[src/rtl/div_pkg.sv]
// Shared definitions for the multi-cycle MIPS DIV/DIVU unit.
package div_pkg;

  typedef enum logic [1:0] {
    IDLE = 2'd0,
    CALC = 2'd1,
    FIX  = 2'd2
  } div_state_t;

  localparam int unsigned DIV_ITERS = 32;

endpackage

[src/rtl/div_step.sv]
// One restoring-division iteration: shift in the next dividend bit, subtract if it fits.
module div_step
  import div_pkg::*;
#(
  parameter int unsigned WIDTH = 32
) (
  input  logic [WIDTH:0]   rem,
  input  logic             next_bit,
  input  logic [WIDTH-1:0] divisor,
  output logic [WIDTH:0]   rem_next,
  output logic             q_bit
);

  logic [WIDTH:0] shifted;
  logic [WIDTH:0] diff;

  always_comb begin
    shifted  = {rem[WIDTH-1:0], next_bit};
    diff     = shifted - {1'b0, divisor};
    q_bit    = (shifted >= {1'b0, divisor});
    rem_next = q_bit ? diff : shifted;
  end

endmodule

[src/rtl/div_unit.sv]
// 32-cycle restoring divider for MIPS DIV/DIVU; drives the ALU_stall/ALU_done handshake.
module div_unit
  import div_pkg::*;
#(
  parameter int unsigned WIDTH = 32,
  parameter int unsigned CNT_W = 5
) (
  input  logic             clk,
  input  logic             rst,
  input  logic             div_start,
  input  logic             div_signed,
  input  logic [WIDTH-1:0] dividend,
  input  logic [WIDTH-1:0] divisor,
  input  logic             cancel,
  output logic             ALU_stall,
  output logic             ALU_done,
  output logic [WIDTH-1:0] hi,
  output logic [WIDTH-1:0] lo
);

  div_state_t       state;
  logic [CNT_W-1:0] cnt;
  logic [WIDTH-1:0] a_sh;
  logic [WIDTH-1:0] b_r;
  logic [WIDTH-1:0] q;
  logic [WIDTH:0]   r;
  logic             qsign;
  logic             rsign;
  logic             div0;

  logic [WIDTH:0]   step_rem;
  logic             step_q;
  logic [WIDTH-1:0] q_next;
  logic             a_neg;
  logic             b_neg;

  div_step #(.WIDTH(WIDTH)) u_step (
    .rem      (r),
    .next_bit (a_sh[WIDTH-1]),
    .divisor  (b_r),
    .rem_next (step_rem),
    .q_bit    (step_q)
  );

  always_comb begin
    q_next = {q[WIDTH-2:0], step_q};
    a_neg  = div_signed && dividend[WIDTH-1];
    b_neg  = div_signed && divisor[WIDTH-1];
  end

  always_comb begin
    ALU_stall = 1'b0;
    if (!cancel) begin
      unique case (state)
        IDLE:    ALU_stall = div_start;
        CALC:    ALU_stall = 1'b1;
        FIX:     ALU_stall = 1'b1;
        default: ALU_stall = 1'b0;
      endcase
    end
  end

  // The final sign fix is registered on the last CALC step so hi/lo are
  // already valid in the FIX cycle alongside ALU_done.
  // Divide by zero: restoring steps leave r = |a|, and the remainder sign fix
  // restores the original dividend, so only the quotient needs forcing.
  always_ff @(posedge clk) begin
    if (rst) begin
      state    <= IDLE;
      cnt      <= '0;
      a_sh     <= '0;
      b_r      <= '0;
      q        <= '0;
      r        <= '0;
      qsign    <= 1'b0;
      rsign    <= 1'b0;
      div0     <= 1'b0;
      hi       <= '0;
      lo       <= '0;
      ALU_done <= 1'b0;
    end else if (cancel) begin
      state    <= IDLE;
      ALU_done <= 1'b0;
    end else begin
      ALU_done <= 1'b0;
      unique case (state)
        IDLE: begin
          if (div_start) begin
            a_sh  <= a_neg ? -dividend : dividend;
            b_r   <= b_neg ? -divisor : divisor;
            qsign <= a_neg ^ b_neg;
            rsign <= a_neg;
            div0  <= (divisor == '0);
            r     <= '0;
            q     <= '0;
            cnt   <= '0;
            state <= CALC;
          end
        end
        CALC: begin
          a_sh <= {a_sh[WIDTH-2:0], 1'b0};
          r    <= step_rem;
          q    <= q_next;
          cnt  <= cnt + 1'b1;
          if (cnt == CNT_W'(DIV_ITERS - 1)) begin
            lo       <= div0 ? '1 : (qsign ? -q_next : q_next);
            hi       <= rsign ? -step_rem[WIDTH-1:0] : step_rem[WIDTH-1:0];
            ALU_done <= 1'b1;
            state    <= FIX;
          end
        end
        FIX: begin
          state <= IDLE;
        end
        default: state <= IDLE;
      endcase
    end
  end

endmodule

[config.mk]
export PLATFORM = sky130hd
export DESIGN_NAME = div_unit
export DESIGN_NICKNAME = d
export VERILOG_FILES = /design/src/rtl/div_pkg.sv /design/src/rtl/div_step.sv /design/src/rtl/div_unit.sv
export SDC_FILE = /design/constraint.sdc
export NUM_CORES = 1
export LEC_CHECK = 0
export ABC_CLOCK_PERIOD_IN_PS = 8200
export BUFFER_PORTS_ARGS = -buffer_cell sky130_fd_sc_hd__clkbuf_2
export CORE_AREA = 2 2 124 216
export CTS_CLUSTER_DIAMETER = 120
export CTS_CLUSTER_SIZE = 12
export DETAILED_ROUTE_END_ITERATION = 12
export DIE_AREA = 0 0 126 218
export PLACE_DENSITY = 0.68
export SETUP_SLACK_MARGIN = 0.05
export SLEW_MARGIN = 20
export SYNTH_ARGS = -nofsm -noshare
export SYNTH_HDL_FRONTEND = slang
export SYNTH_SLANG_ARGS = --single-unit
export TNS_END_PERCENT = 5
[constraint.sdc]
create_clock -name clk -period 8.2 [get_ports clk]
set_clock_uncertainty 0.2 [all_clocks]
set_input_delay 1.64 -clock clk [delete_from_list [all_inputs] [get_ports clk]]
set_output_delay 1.64 -clock clk [all_outputs]
set_load 0.05 [all_outputs]
==> flow_summary.yaml, run 1 <==
global_route:
  grt_pass1_vias: 12300
  track_usage: 0.281
  grt_overflow: 0
  grt_start_max_net_pins: 103
  grt_pass1_wl_um: 62500
  antenna_found_initial: 0
sta:
  timing.fmax_ghz: 0.182
  tightest_slew_ns: 1.13
  report.final.slew_viol_count: 0
  post-route-period-util: 0.671
  rsz0062_at_grt: "no"
  tns_ns: 0
  slew_headroom: 0.246
  hold_viol: 0
  setup_viol: 0
  period_minus_slack_ns: 5.50
worst_hold_path:
  hold_class: "reg2reg"
clock_network:
  cts_tree: "built"
  cts-root-buf: "clkbuf_16"
  clkTransAtPathRegs_ns: 0.06
  numCtsBuffers: 20
  cts_buffer_depth: 3
  postCtsSetupBuffers: 0
  htreeDepth: 1
  clk_latency_ns: 0.52
  cts_resized: 0
  clock_sinks: 202
  cts_hold_buf: 0
die:
  initial_utilization: 0.483
  io_pins: 135
  die_y_um: 218
  rows: 78
  die_w_um: 126
  core_area_um2: 25800
  dieArea_um2: 27500
detailed_routing:
  drtPass1Iterations: 5
  drt_iter0_markers: 622
  top_layer: "met4"
  met3_length_um: 1240
  routedLengthMet1_um: 13300
  wl_per_cell_um: 19.1
  drc: 0
  dr_wl_met2_um: 21700
  antenna_left: 0
  wl_um: 39400
  via_per_inst: 6.00
  via_count: 12400
setup_path:
  worstSetupPathType: "reg2reg"
  critPathSlowestCell: "or3_2"
  crit_fanout: 12
  critPathLaunchType: "flop"
  cp_data_required_time_ns: 8.44
  end_kind: "flop"
  critPathArrivalTime_ns: 5.74
  crit_chain: "ha_1 -> a21oi_1 -> o21ai_0 -> a22oi_1 -> a31oi_1 -> or3_2 -> mux2i_1 -> ha_1 -> nand2_1 -> a21oi_1 -> nand2_1 -> nor4_1 -> a31oi_1 -> or2_1 -> or4_4 -> or4_1 -> a31oi_1"
  crit_path_frequent_cell: "a31oi_1"
  slowest_delay_ns: 0.59
placement:
  hpwl_um: 29000
  dpl.cell_count: 2042
  numPortBuffers: 134
  gp_congestion: 0.974
synthesis:
  synthArstFlopShare: 0
  synth_warnings: 0
  synth-seq-cells: 202
  synth_ff_type: "dfxtp_1"
  synth-simple-area-share: 0.226
  syn_nets: 1787
  synth_cells: 1676
  synth_area_per_cell_um2: 7.43
  synth.mux.area_fraction: 0.0123
  synth_xor_area_frac: 0.0893
  syn-cell-area_um2: 12500
  synthAdderAreaFrac: 0.0428
  yosysSeqAreaShare: 0.325
  synth_top_family_by_area: "compound AO/OA/AOI/OAI gates"
  synth_cell_types: 71
  synth_edf_count: 0
  synth-compound-area-share: 0.253
cells_and_area:
  fill_cells: 2662
  area_growth_pct: 10.7
  layout.nets: 1855
  fin_cells: 2064
  n_antenna_cell: 0
  drive_gt1_frac: 0.110
flow_run:
  drv_cap: 0
status:
  status: "finished clean"
power_and_ir_drop:
  vdd.ir_drop.worst_v: 0.000144
  power_leakage_nw: 5.52
  power_density_nw_per_um2: 165
[synth_stat cells, types with 25 or more instances]
cell type    n  share of area
nand2_1    231          0.070
dfxtp_1    202           0.32
nor2_1     186          0.056
a21oi_1    158          0.064
o21ai_0    118          0.047
clkbuf_1    84          0.025
xor2_1      64          0.045
xnor2_1     63          0.044
a22oi_1     61          0.037
inv_1       59          0.018
ha_1        41          0.041
a211oi_1    39          0.024
nor3_1      38          0.015
nand3_1     33          0.013
nor4_1      25          0.013
[metrics by stage]
step	setup WS [ns]	instance area (um^2)	util	hold WS (ns)	power (mW)
6_report	2.70	13800	0.535	0.251	2.28
4_1_cts	2.76	13800	0.535	0.253	2.29
3_5_place_dp	2.78	13300	0.514	0.244	1.47
5_1_grt	2.24	13800	0.535	0.271	2.37
3_3_place_gp	2.83	13300	0.514	0.242	1.46
2_1_floorplan	2.43	12500	-	0.232	1.33
[layer usage]
layer	track usage	vias to the layer above
met5	0	-
met4	0.208	0
met3	0.0272	139
met2	0.555	314
met1	0.260	5844
li1	-	6092
[layout by cell type, fill, tap and decap left out, types with 5 or more instances in the layout]
cell type	count
and3_1	12
nand4_1	12
clkbuf_2	133
nor4_1	25
inv_1	59
nand2_1	231
o21ai_0	118
mux2i_1	13
a2111oi_0	6
xor2_1	64
a21o_1	12
nand3_1	33
nor3_1	38
or4_1	12
a31oi_1	12
o31ai_1	21
a311oi_1	8
buf_4	16
nand2b_1	13
a21oi_1	157
or2_2	5
dfxtp_1	202
o211ai_1	5
a211oi_1	39
o41ai_1	13
clkbuf_16	20
o22ai_1	7
xnor2_1	63
a22oi_1	61
and2_1	6
o21bai_1	5
or3_1	19
ha_1	40
nor2_1	185
nor2b_1	7
[critical path: cells and delay by family (launching register included)]
| family | cells | cell delay, ns |
|---|---|---|
| AOI/OAI and AO/OA | 7 | 1.53 |
| adders and majority gates | 2 | 0.58 |
| DFF | 1 | 0.43 |
| muxes | 1 | 0.29 |
| and+or+nand+nor | 7 | 2.39 |
[final timing paths]
path | start | to | slack (ns) | cells after the start
worst max register to register | r[5] | hi[28] | 2.70 | 17
worst min register to register | b_r[31] | b_r[31] | 0.25 | 2
worst max-delay path | r[5] | hi[28] | 2.70 | 17
worst min-delay path | b_r[31] | b_r[31] | 0.25 | 2
[report_power, final]
part           switching (mW)  leakage, nW  internal (mW)  total [mW]
clock                   0.387        0.261          0.443       0.830
combinational           0.294         3.62          0.143       0.437
sequential             0.0110         1.64           1.00        1.01
[cells by family after synthesis]
group | count (synthesis)
adders and majority gates | 42
xor gates and xnor gates | 127
AOI/OAI and AO/OA | 505
muxes | 15
DFF | 202
and+or+nand+nor | 622
buffers and inverters | 163
[final cells by class]
cell class	instances	area [um^2]	area share
multi-input combinational	1311	7800	0.566
clock buffer	21	514	0.0373
tap	320	400	0.0290
timing repair buffer	149	786	0.0570
inverter	60	228	0.0165
clock inverter	1	16.3	0.00118
sequential	202	4040	0.293
[registers in the layout, summed over array words and instances (netlist names)]
signal,flops
a_sh,32
cnt,5
q,31
hi,32
div0,1
b_r,32
ALU_done,1
r,32
qsign,1
lo,32
rsign,1
state,2
Power figures use the tool's default switching activity.
==> run 2: changes to the inputs <==
--- a/config.mk
+++ b/config.mk
@@ -5,14 +5,14 @@
 export SDC_FILE = /design/constraint.sdc
 export NUM_CORES = 1
 export LEC_CHECK = 0
-export ABC_CLOCK_PERIOD_IN_PS = 8200
+export ABC_CLOCK_PERIOD_IN_PS = 4750
 export BUFFER_PORTS_ARGS = -buffer_cell sky130_fd_sc_hd__clkbuf_2
 export CORE_AREA = 2 2 124 216
 export CTS_CLUSTER_DIAMETER = 120
 export CTS_CLUSTER_SIZE = 12
 export DETAILED_ROUTE_END_ITERATION = 12
 export DIE_AREA = 0 0 126 218
-export PLACE_DENSITY = 0.68
+export PLACE_DENSITY = 0.7
 export SETUP_SLACK_MARGIN = 0.05
 export SLEW_MARGIN = 20
 export SYNTH_ARGS = -nofsm -noshare
==> constraint.sdc (replaced) <==
create_clock -name clk -period 4.75 [get_ports clk]
set_clock_uncertainty 0.2 [all_clocks]
set_input_delay 0.95 -clock clk [delete_from_list [all_inputs] [get_ports clk]]
set_output_delay 0.95 -clock clk [all_outputs]
set_load 0.05 [all_outputs]
==> flow_summary.yaml, run 2 (synthesized netlist as in run 1, its figures left out) <==
power_and_ir_drop:
  power_density_nw_per_um2: 271
  vdd.ir_drop.worst_v: 0.000229
  power_leakage_nw: 6.09
  power_mw: 4.06
setup_path:
  critPathArrivalTime_ns: 4.89
  reg2reg_from: "r[17]"
  cp_data_required_time_ns: 5.00
  r2r-end: "hi[28]"
  r2r_slack_ns: 0.11
  end_kind: "flop"
  reg2regPathDepth: 18
  critPathLaunchType: "flop"
  worstSetupPathType: "reg2reg"
  crit_fanout: 5
worst_hold_path:
  min-delay-start: "hi[4]"
  worst_hold_path.endpoint: "hi[4]"
  holdPathStages: 2
  hold_class: "reg2reg"
sta:
  period_minus_slack_ns: 4.64
  rsz0062_at_grt: "yes"
  whs_ns: 0.251
  hold_viol: 0
  slew_headroom: 0.381
  timing.fmax_ghz: 0.216
  tightest_slew_ns: 0.905
  report.final.slew_viol_count: 0
  setup_viol: 0
  post-route-period-util: 0.976
  tns_ns: 0
die:
  die_w_um: 126
  dieArea_um2: 27500
  initial_utilization: 0.483
  core_area_um2: 25800
  io_pins: 135
  die_y_um: 218
  rows: 78
placement:
  hpwl_um: 31200
  gp_congestion: 0.973
  numPortBuffers: 134
detailed_routing:
  drtPass1Iterations: 6
  drc: 0
  wl_um: 41400
  drt_iter0_markers: 726
  via_per_inst: 5.90
  via_count: 12800
  wl_per_cell_um: 19.0
  antenna_left: 0
clock_network:
  clk_latency_ns: 0.53
  cts-root-buf: "clkbuf_16"
  clkTransAtPathRegs_ns: 0.07
  cts_tree: "built"
  clock_sinks: 202
  htreeDepth: 1
  numCtsBuffers: 20
  cts_buffer_depth: 3
cells_and_area:
  regArea_um2: 4050
  utilization: 0.580
  fill_cells: 2536
  n_antenna_cell: 0
  multiInputGateArea_um2: 8100
  layout.nets: 1965
  drive_gt1_frac: 0.186
  final_cell_mix: "nand2_1, dfxtp_1, nor2_1"
  area_growth_pct: 20.1
  final_common_cell: "nand2_1"
status:
  status: "finished clean"
global_route:
  grt_start_max_net_pins: 169
  track_usage: 0.295
  grt_pass1_wl_um: 65000
  grt_overflow: 0
  antenna_found_initial: 0
  grt_pass1_vias: 12600
flow_run:
  drv_cap: 0
==> run 2: worst max-delay path by stage <==
stage                     startpoint  endpoint  slack (ns)
after global routing         b_r[24]    hi[28]       -0.10
final                          r[17]    hi[28]        0.11
after CTS                    b_r[30]    hi[28]        0.05
after detailed placement     b_r[12]    hi[30]       -0.15
after global placement       b_r[26]    hi[28]        0.03
after floorplan                 r[3]    hi[28]       -0.36
==> run 2: cell type report <==
| cell class | instances | share of cell area |
|---|---|---|
| clock buffers | 22 | 0.0346 |
| clock inverters | 1 | 0.00109 |
| inverters | 60 | 0.0152 |
| multi-input cells | 1311 | 0.541 |
| flip-flops and latches | 202 | 0.271 |
| well taps | 320 | 0.0268 |
| repair buffers | 259 | 0.110 |
==> run 2: critical path, stage by stage, from the launching register on <==
cell and delay (ns):
dfxtp_2 0.37, ha_4 0.28, buf_6 0.11, nand4_1 0.13
or4_4 0.56, a31oi_4 0.14, or3_4 0.20, mux2i_2 0.24
ha_2 0.23, buf_4 0.12, nand2_4 0.04, nor4_2 0.20
nand2_1 0.09, nor4_2 0.21, a31oi_1 0.09, or2_1 0.27
or4_4 0.51, or4_1 0.41, a31oi_1 0.13
==> run 2: timing repair <==
item,in CTS,in global routing
gates resized for setup,14,27
setup buffers,4,1
pin swaps,11,12
hold buffers,0,0
setup endpoints to repair,4,11
==> run 2: where the power goes <==
part	switching (mW)	internal (mW)
registers	0.0203	1.73
logic	0.543	0.346
clock network	0.651	0.767
total	1.21	2.84
==> run 2: metrics by stage <==
stage / instance area [um^2] / cells / setup WS (ns)
2_1_floorplan: 12600 / 1676 / -0.360
3_3_place_gp: 14100 / 2147 / 0.0256
3_5_place_dp: 14100 / 2147 / -0.153
4_1_cts: 14800 / 2174 / 0.0549
5_1_grt: 15000 / 2175 / -0.100
6_report: 15000 / 2175 / 0.113
==> run 2: per-layer routing <==
layer | track usage | part of all wire
met1 | 0.281 | 0.34
met2 | 0.580 | 0.55
met3 | 0.0275 | 0.031
met4 | 0.202 | 0.075
met5 | 0 | 0
==> run 3: changes to the inputs <==
--- a/config.mk
+++ b/config.mk
@@ -8,6 +8,7 @@
 export ABC_CLOCK_PERIOD_IN_PS = 4750
 export BUFFER_PORTS_ARGS = -buffer_cell sky130_fd_sc_hd__clkbuf_2
 export CORE_AREA = 2 2 124 216
+export CTS_BUF_LIST = sky130_fd_sc_hd__clkbuf_16
 export CTS_CLUSTER_DIAMETER = 120
 export CTS_CLUSTER_SIZE = 12
 export DETAILED_ROUTE_END_ITERATION = 12
==> flow_summary.yaml, run 3 (synthesized netlist as in run 1, its figures left out) <==
sta:
  slew_headroom: 0.354
  hold_viol: 0
  post-route-period-util: 0.978
  tns_ns: 0
  tightest_slew_ns: 0.944
  setup_viol: 0
  whs_ns: 0.251
  rsz0062_at_grt: "yes"
  period_minus_slack_ns: 4.64
  report.final.slew_viol_count: 0
  timing.fmax_ghz: 0.215
clock_network:
  clock_sinks: 202
  cts-root-buf: "clkbuf_16"
  clkTransAtPathRegs_ns: 0.07
  htreeDepth: 1
  clk_latency_ns: 0.53
  cts_buffer_depth: 3
  cts_tree: "built"
  numCtsBuffers: 20
global_route:
  grt_start_max_net_pins: 169
  grt_pass1_vias: 12600
  grt_pass1_wl_um: 65000
  antenna_found_initial: 0
  grt_overflow: 0
  track_usage: 0.295
detailed_routing:
  wl_um: 41300
  drc: 0
  wl_per_cell_um: 19.0
  via_per_inst: 5.89
  drtPass1Iterations: 7
  antenna_left: 0
  via_count: 12800
  drt_iter0_markers: 717
die:
  rows: 78
  core_area_um2: 25800
  die_y_um: 218
  die_w_um: 126
  io_pins: 135
  initial_utilization: 0.483
  dieArea_um2: 27500
cells_and_area:
  n_antenna_cell: 0
  fin_area_um2: 14900
  final_common_cell: "nand2_1"
  fill_cells: 2538
  multiInputGateArea_um2: 8100
  area_growth_pct: 20.0
  final_cell_mix: "nand2_1, dfxtp_1, nor2_1"
  layout.nets: 1965
  drive_gt1_frac: 0.185
  utilization: 0.580
  regArea_um2: 4050
power_and_ir_drop:
  power_mw: 4.04
  power_leakage_nw: 6.09
  power_density_nw_per_um2: 270
  switchingPower_mw: 1.21
  pwr-share-comb: 0.220
  p_seq_frac: 0.434
  internal_power_mw: 2.83
  vdd.ir_drop.worst_v: 0.000227
  swShare: 0.300
  clock_power_share: 0.346
setup_path:
  end_kind: "flop"
  critPathArrivalTime_ns: 4.89
  cp_data_required_time_ns: 5.00
  critPathLaunchType: "flop"
  r2r_slack_ns: 0.11
  worstSetupPathType: "reg2reg"
  crit_fanout: 5
flow_run:
  drv_cap: 0
status:
  status: "finished clean"
worst_hold_path:
  hold_class: "reg2reg"
placement:
  placed_area_um2: 14100
  hpwl_um: 31200
  numPortBuffers: 134
  gp_congestion: 0.973
## run 3: final timing paths
check        depth (start not counted)  startpoint     end
max                                 18       r[17]  hi[28]
min                                  2       hi[4]   hi[4]
max reg2reg                         18       r[17]  hi[28]
min reg2reg                          2       hi[4]   hi[4]
## run 3: power groups by stage
stage                     clock [mW]  combinational [mW]  sequential (mW)
final                           1.40               0.889             1.75
after global routing            1.48               0.967             1.75
after floorplan                    0               0.525             1.78
after CTS                       1.43               0.862             1.75
after detailed placement           0               0.845             1.79
after global placement             0               0.842             1.79
## run 3: timing repair
item | in CTS | in global routing
hold buffers | 0 | 0
buffers inserted | 4 | 1
setup endpoints to repair | 4 | 11
gates resized for setup | 14 | 27
pin swaps | 11 | 12
## run 3: critical path: stages, from the launching register on
cell     delay, ns
dfxtp_2       0.37
ha_4          0.28
buf_6         0.11
nand4_1       0.13
or4_4         0.56
a31oi_4       0.14
or3_4         0.20
mux2i_2       0.24
ha_2          0.23
buf_4         0.12
nand2_4       0.04
nor4_2        0.20
nand2_1       0.09
nor4_2        0.21
a31oi_1       0.09
or2_1         0.28
or4_4         0.51
or4_1         0.41
a31oi_1       0.13
## run 3: per-stage QoR
step                      cells  setup slack, ns
final                      2175            0.106
after detailed placement   2147           -0.153
after global placement     2147           0.0256
after global routing       2175           -0.100
after floorplan            1676           -0.360
after CTS                  2174           0.0549
## run 3: cell type report
| cell class | count | share of cell area |
|---|---|---|
| Inverter | 60 | 0.0152 |
| Sequential cell | 202 | 0.271 |
| Tap cell | 320 | 0.0268 |
| Clock buffer | 20 | 0.0335 |
| Multi-Input combinational cell | 1311 | 0.542 |
| Clock inverter | 3 | 0.00159 |
| Timing Repair Buffer | 259 | 0.110 |
## run 3: routing by layer
layer	GRT usage	vias to the layer above	wire length, um
li1	-	6321	-
met1	0.281	6042	14000
met2	0.580	304	22800
met3	0.0275	139	1260
met4	0.202	0	3190
met5	0	-	0
